[config.mk]
export PLATFORM = sky130hd
export DESIGN_NAME = serial_adder
export DESIGN_NICKNAME = d
export VERILOG_FILES = /design/src/rtl/serial_adder.sv
export SDC_FILE = /design/constraint.sdc
export NUM_CORES = 1
export LEC_CHECK = 0
export ABC_AREA = 1
export BUFFER_PORTS_ARGS = -buffer_cell sky130_fd_sc_hd__buf_4
export CAP_MARGIN = 10
export CORE_UTILIZATION = 57
export DETAILED_ROUTE_END_ITERATION = 7
export PLACE_DENSITY_LB_ADDON = 0.12
export SLEW_MARGIN = 15
export SYNTH_ARGS = -nofsm -noshare
export SYNTH_HDL_FRONTEND = slang
export SYNTH_SLANG_ARGS = --single-unit
[constraint.sdc]
create_clock -name clk -period 1.9 [get_ports clk]
set_input_delay 0.19 -clock clk [delete_from_list [all_inputs] [get_ports clk]]
set_output_delay 0.19 -clock clk [all_outputs]
set_load 0.03 [all_outputs]
[src/rtl/serial_adder.sv]
// rtl/serial_adder.sv - bit-serial WIDTH-bit adder built around a single full-adder cell
//
// full_adder : 1-bit combinational full adder
//   sum, cout : outputs; a, b, cin : inputs
//
// serial_adder : LSB-first bit-serial adder with registered carry
//   clk    : rising-edge clock
//   rst_n  : asynchronous active-low reset
//   start  : request pulse, sampled only in IDLE
//   a, b   : operands, captured on the accepting edge
//   busy   : high while bits are being processed
//   done   : one-cycle pulse, sum/cout valid
//   sum    : a+b mod 2^WIDTH, held until the next accepted start
//   cout   : carry out of bit WIDTH-1, held with sum
//   WIDTH legal range is 2..32

module full_adder (
  output logic sum,
  output logic cout,
  input  logic a,
  input  logic b,
  input  logic cin
);
  assign sum  = a ^ b ^ cin;
  assign cout = (a & b) | (cin & (a ^ b));
endmodule

module serial_adder #(
  parameter int WIDTH = 8
) (
  input  logic             clk,
  input  logic             rst_n,
  input  logic             start,
  input  logic [WIDTH-1:0] a,
  input  logic [WIDTH-1:0] b,
  output logic             busy,
  output logic             done,
  output logic [WIDTH-1:0] sum,
  output logic             cout
);
  localparam int CW = $clog2(WIDTH) + 1;

  localparam logic [1:0] IDLE = 2'd0;
  localparam logic [1:0] RUN  = 2'd1;
  localparam logic [1:0] DONE = 2'd2;

  logic [1:0]       state;
  logic [WIDTH-1:0] sa;
  logic [WIDTH-1:0] sb;
  logic             carry;
  logic [CW-1:0]    cnt;
  logic             fa_sum;
  logic             fa_cout;

  full_adder u_fa (
    .sum  (fa_sum),
    .cout (fa_cout),
    .a    (sa[0]),
    .b    (sb[0]),
    .cin  (carry)
  );

  always_ff @(posedge clk or negedge rst_n) begin
    if (!rst_n) begin
      state <= IDLE;
      sa    <= '0;
      sb    <= '0;
      carry <= 1'b0;
      cnt   <= '0;
      busy  <= 1'b0;
      done  <= 1'b0;
      sum   <= '0;
      cout  <= 1'b0;
    end else begin
      case (state)
        IDLE: begin
          if (start) begin
            state <= RUN;
            sa    <= a;
            sb    <= b;
            carry <= 1'b0;
            cnt   <= '0;
            sum   <= '0;
            cout  <= 1'b0;
            busy  <= 1'b1;
          end
        end
        RUN: begin
          // Result bits enter at the MSB and walk down, so after WIDTH
          // shifts bit 0 of the result sits in sum[0].
          sum   <= {fa_sum, sum[WIDTH-1:1]};
          carry <= fa_cout;
          sa    <= sa >> 1;
          sb    <= sb >> 1;
          cnt   <= cnt + CW'(1);
          if (cnt == CW'(WIDTH - 1)) begin
            state <= DONE;
            cout  <= fa_cout;
            busy  <= 1'b0;
            done  <= 1'b1;
          end
        end
        DONE: begin
          // start is deliberately not looked at here; it is not queued.
          state <= IDLE;
          done  <= 1'b0;
        end
        default: begin
          state <= IDLE;
          busy  <= 1'b0;
          done  <= 1'b0;
        end
      endcase
    end
  end
endmodule

==> impl_metrics.yaml, run 1 <==
setup_path:
  worstPathArrival_ns: 1.56
  start_kind: "flip-flop"
  crit_path_end_kind: "flip-flop"
  worstPathCellList: "inv_2 > nand2_1 > buf_4 > nand3_1 > nand3_1"
  cp_slowest_stage_delay_ns: 0.41
  crit_path_frequent_cell: "nand3_1"
  path_buf_inv: 2
  cpMaxStageDelayCell: "dfrtp_1"
  worstPathRequired_ns: 2.12
  cp_max_fo: 13
  r2r_setup_slack_ns: 0.56
  critical_path_class: "flip-flop to flip-flop"
  path_delay_family: "simple AND/OR/NAND/NOR gates"
pwr:
  power.internal_w: 0.00158
  p_leak_nw: 0.910
  power_frac_comb: 0.422
  pwr_density_cell_nw_per_um2: 1550
  clock_power_share: 0.143
  p_seq_frac: 0.434
  switching_share: 0.421
  power.switching_w: 0.00115
  vdd_drop_max_mv: 0.978
final_layout:
  antenna-diode-count: 0
  area_growth_pct: 18.5
  nets: 215
  drive_gt1_frac: 0.223
synthesis:
  ys_seq_area_frac: 0.574
  synth_seq_cells: 34
  synth_compound_area_frac: 0.0456
  synth_mux_area_frac: 0
  synth_cells: 163
  yosys.area_share.simple: 0.282
  synth.net_count: 184
  synth_top_family_by_area: "simple AND/OR/NAND/NOR gates"
  ys_types: 19
  synth-adder-area-share: 0.0220
  avgSynthCellArea_um2: 9.09
  post_synth_xor_area_fraction: 0.00591
  ys_warn_count: 0
  synthesis.area_um2: 1480
global_route:
  grt_pass1_vias: 1127
  overflow: 0
  grt_max_degree: 35
  grt.total_usage: 0.247
  antenna_found_initial: 0
  grt_pass1_wl_um: 4760
sta:
  hold_viol: 0
  finalClockSkew_ns: 0.00156
  fin_crit_sh: 0.703
  whs_ns: 0.0456
  tightest_slew_ns: 0.427
  finalSetupViolCount: 0
  finalSetupTns_ns: 0
  fin_crit_ns: 1.34
  max_freq_mhz: 749
  slew-limit-headroom: 0.715
  slew_violations: 0
  grt_setup_unrepaired: "false"
die:
  start_util: 0.598
  die_y_um: 53.0
  io_pins: 30
  dieWidth_um: 53.0
  design.core.area_um2: 2480
  dieArea_um2: 2810
  rows: 18
drt:
  wire_per_inst_um: 12.7
  drt-total-wl_um: 2830
  via_count: 1193
  drt_iter0_markers: 19
  viasPerCell: 5.35
  antenna_left: 0
  drc: 0
  first_pass_iters: 4
run:
  drv_cap: 0
clock_network:
  cts_root_buf: "clkbuf_4"
  cts_tree: "yes"
  cts_htree_levels: 2
  cts-buffers-inserted: 5
  ctsLongestPathBuffers: 2
  cts_sinks: 34
  clk_latency_ns: 0.33
  clk_pin_slew_ns: 0.09
placement:
  place.gp.congestion: 0.781
  numPortBuffers: 29
  dpl.hpwl_um: 1920
outcome:
  status: "complete, no violations"
worst_hold_path:
  min_path_type: "input port to flip-flop"
[per-layer routing]
layer | vias to the layer above | track usage | share of wire
met1 | 568 | 0.284 | 0.44
met4 | 0 | 0.132 | 0.024
li1 | 588 | - | -
met2 | 29 | 0.420 | 0.50
met3 | 8 | 0.0603 | 0.037
met5 | - | 0 | 0
[final timing paths]
check / end / depth (start not counted) / startpoint
setup / recovery: sa[5] / 5 / state[1]
hold / removal: sa[7] / 3 / a[7]
setup reg to reg: sa[5] / 5 / state[1]
hold reg to reg: cout / 2 / cout
max in group asynchronous: sb[6] / 2 / rst_n
min in group asynchronous: sa[1] / 2 / rst_n
[worst reg2reg max path, stage by stage (launching register included)]
cell and delay, ns:
dfrtp_1 0.41, inv_2 0.10, nand2_1 0.27, buf_4 0.29, nand3_1 0.07, nand3_1 0.09
[cells in the mapped netlist, drive strengths merged]
library cell	instances	area, µm²
nand2	54	215
nand3	36	180
dfrtp	34	851
inv	13	53.8
buf	7	50.1
o22ai	6	37.5
o21ai	5	25.0
nor2	4	22.5
a21oi	1	5.00
fa	1	20.0
ha	1	12.5
xnor2	1	8.76
[power groups by stage]
stage / Combinational, W / Clock (W) / Sequential [W]
after global placement: 0.00111 / 0 / 0.00118
after floorplan: 0.000694 / 0 / 0.00135
final: 0.00115 / 0.000391 / 0.00118
after global routing: 0.00130 / 0.000427 / 0.00122
after detailed placement: 0.00116 / 0 / 0.00120
after CTS: 0.00116 / 0.000401 / 0.00119
[flip-flops by register name, indices dropped and copies added (netlist names)]
register and flops:
sb 8, done 1, busy 1, cout 1, sum 8, state 2, cnt 4, sa 8
carry 1
[logic make-up (layout without fill, tap and decap cells)]
| group | Yosys count | in the layout |
|---|---|---|
| flip-flops | 34 | 34 |
| buffers and inverters | 20 | 50 |
| AND/OR/NAND/NOR | 94 | 94 |
| adder cells (fa/ha/maj) | 2 | 2 |
| AO/OA/AOI/OAI | 12 | 12 |
| XOR/XNOR | 1 | 1 |
[repair_timing]
item,CTS,global route
setup buffers,0,0
endpoints found under the hold margin,34,0
hold buffers,1,0
gates resized for setup,0,0
[stage by stage]
| step | area, µm² | instances | total power, W | util | worst slack [ns] |
|---|---|---|---|---|---|
| 4_1_cts | 1760 | 223 | 0.00275 | 0.709 | 0.570 |
| 6_report | 1760 | 223 | 0.00273 | 0.709 | 0.564 |
| 3_5_place_dp | 1690 | 216 | 0.00236 | 0.684 | 0.571 |
| 2_1_floorplan | 1480 | 163 | 0.00204 | - | 0.814 |
| 3_3_place_gp | 1690 | 216 | 0.00229 | 0.684 | 0.623 |
| 5_1_grt | 1760 | 223 | 0.00295 | 0.709 | 0.463 |
[final cells by class]
class	count	area (µm²)
inverters	13	53.8
multi-input cells	109	527
fillers	197	722
repair buffers	31	235
flip-flops and latches	34	851
well taps	30	37.5
clock buffers	6	51.3
[layout by cell type, fill, tap and decap left out, drive strengths merged]
cell,count
o21ai,5
inv,13
o22ai,6
dfrtp,34
xnor2,1
nor2,4
dlygate4sd3,1
nand2,54
ha,1
buf,30
fa,1
clkbuf,6
a21oi,1
nand3,36
Note: power is estimated with default switching activity, not from simulation.
==> run 2: changes to the inputs <==
--- a/config.mk
+++ b/config.mk
@@ -8,7 +8,7 @@
 export ABC_AREA = 1
 export BUFFER_PORTS_ARGS = -buffer_cell sky130_fd_sc_hd__buf_4
 export CAP_MARGIN = 10
-export CORE_UTILIZATION = 57
+export CORE_UTILIZATION = 53
 export DETAILED_ROUTE_END_ITERATION = 7
 export PLACE_DENSITY_LB_ADDON = 0.12
 export SLEW_MARGIN = 15
==> constraint.sdc (replaced) <==
create_clock -name clk -period 1.3 [get_ports clk]
set_input_delay 0.13 -clock clk [delete_from_list [all_inputs] [get_ports clk]]
set_output_delay 0.13 -clock clk [all_outputs]
set_load 0.03 [all_outputs]
==> run 2 against run 1 <==
  * Critical path depth is 1 higher
  * Hold slack got worse by 0.033 ns
  * Setup slack worse by 0.43 ns
  * Via count increased by 0.59%
  * Sequential cell count unchanged
  * Clock skew up 0.0062 ns
  * Register-to-register slack worse by 0.43 ns
  * Combinational power increased by 57%
  * Critical endpoint is now busy
  * Largest power group is now combinational logic
  * Highest routed layer unchanged
==> impl_metrics.yaml, run 2 (synthesized netlist as in run 1, its figures left out) <==
sta:
  whs_ns: 0.0129
  fin_crit_sh: 0.895
  finalSetupTns_ns: 0
  slew_violations: 0
  finalSetupViolCount: 0
  setup_slack_ns: 0.137
  grt_setup_unrepaired: "false"
  fin_crit_ns: 1.16
  hold_viol: 0
  slew-limit-headroom: 0.723
  max_freq_mhz: 860
  tightest_slew_ns: 0.415
  finalClockSkew_ns: 0.00771
clock_network:
  ctsLongestPathBuffers: 2
  cts_sinks: 34
  clk_latency_ns: 0.32
  cts_htree_levels: 2
  cts-resized-gates: 0
  cts_tree: "yes"
  cts-buffers-inserted: 5
  cts_root_buf: "clkbuf_4"
  post_cts_buffers: 0
  clk_pin_slew_ns: 0.09
setup_path:
  start_kind: "flip-flop"
  cpMaxStageDelayCell: "dfrtp_1"
  r2r_cells: 6
  worstPathRequired_ns: 1.56
  worstPathArrival_ns: 1.43
  crit_cells: 6
  cp_max_fo: 4
  r2r_setup_slack_ns: 0.14
  cp_slowest_stage_delay_ns: 0.42
  path_buf_inv: 1
  path_delay_family: "simple AND/OR/NAND/NOR gates"
  crit_path_end_kind: "flip-flop"
  critical_path_class: "flip-flop to flip-flop"
  worstPathCellList: "ha_1 > nand3_1 > nand2_1 > nand2_1 > nand2_1 > inv_1"
  crit_path_frequent_cell: "nand2_1"
drt:
  antenna_left: 0
  drt-total-wl_um: 2800
  met2WireLength_um: 1380
  wl_met1_um: 1270
  routed-wl-met3_um: 124
  first_pass_iters: 4
  viasPerCell: 5.19
  wire_per_inst_um: 12.1
  drt_iter0_markers: 17
  routed.top_layer: "met4"
  drc: 0
  via_count: 1200
final_layout:
  nets: 223
  final_util: 0.717
  area_growth_pct: 24.2
  regArea_um2: 851
  antenna-diode-count: 0
  largest_registers: "sa x8, sb x8, sum x8"
  multiInputGateArea_um2: 527
  layout_commonest_cell: "nand2_1"
  fin_area_um2: 1840
  most-common-layout-cells: "51 x nand2_1, 36 x nand3_1, 34 x dfrtp_1, 32 x buf_4, 10 x inv_1"
  drive_gt1_frac: 0.229
  n_fill_cell: 209
global_route:
  grt_max_degree: 35
  antenna_found_initial: 0
  grt_pass1_wl_um: 4530
  overflow: 0
  grt.total_usage: 0.220
  grt_pass1_vias: 1055
placement:
  dpl.hpwl_um: 1880
  pre_cts_slack_ns: 0.162
  numPortBuffers: 29
  dpl-instance-area_um2: 1730
  place.gp.congestion: 0.730
pwr:
  vdd_drop_max_mv: 1.41
  pwr_density_cell_nw_per_um2: 2210
  p_leak_nw: 0.950
outcome:
  status: "complete, no violations"
die:
  io_pins: 30
  start_util: 0.577
  die_y_um: 54.9
  design.core.area_um2: 2570
  dieWidth_um: 54.9
  rows: 18
  dieArea_um2: 3010
worst_hold_path:
  hold_depth: 3
  min_path_type: "input port to flip-flop"
run:
  drv_cap: 0
==> run 2: final timing paths <==
kind	start	to
worst max-delay path	cnt[0]	busy
worst min-delay path	a[6]	sa[6]
worst max register to register	cnt[0]	busy
worst min register to register	cout	cout
max in group asynchronous	rst_n	cnt[2]
min in group asynchronous	rst_n	sum[4]
==> run 2: power breakdown <==
part / switching [W] / leakage [nW] / internal (W)
Sequential: 0.000256 / 0.442 / 0.00147
Clock: 0.000306 / 0.0302 / 0.000243
Combinational: 0.00110 / 0.478 / 0.000696
Total: 0.00166 / 0.950 / 0.00241
==> run 2: what timing repair did <==
action,CTS,global route
endpoints found under the setup margin,0,0
endpoints found under the hold margin,39,0
hold buffers,6,0
==> run 2: area by class of cell <==
cell class	instances	share of cell area
multi-input combinational	109	0.286
tap	30	0.0204
sequential	34	0.462
clock buffer	6	0.0279
inverter	13	0.0292
timing repair buffer	39	0.174
==> run 2: per-layer routing <==
metal,track usage,vias up
met5,0,-
met2,0.367,30
met4,0.0897,0
met3,0.0611,5
li1,-,606
met1,0.265,559
==> run 2: per-stage QoR <==
stage,cells,total power (W)
after detailed placement,219,0.00354
after global routing,231,0.00440
final,231,0.00407
after global placement,219,0.00346
after CTS,231,0.00412
after floorplan,163,0.00298
==> run 2: tightest hold or removal path, delay by kind of cell <==
kind / cells / cell delay [ns]
simple gates: 2 / 0.10
buf+inv: 1 / 0.08
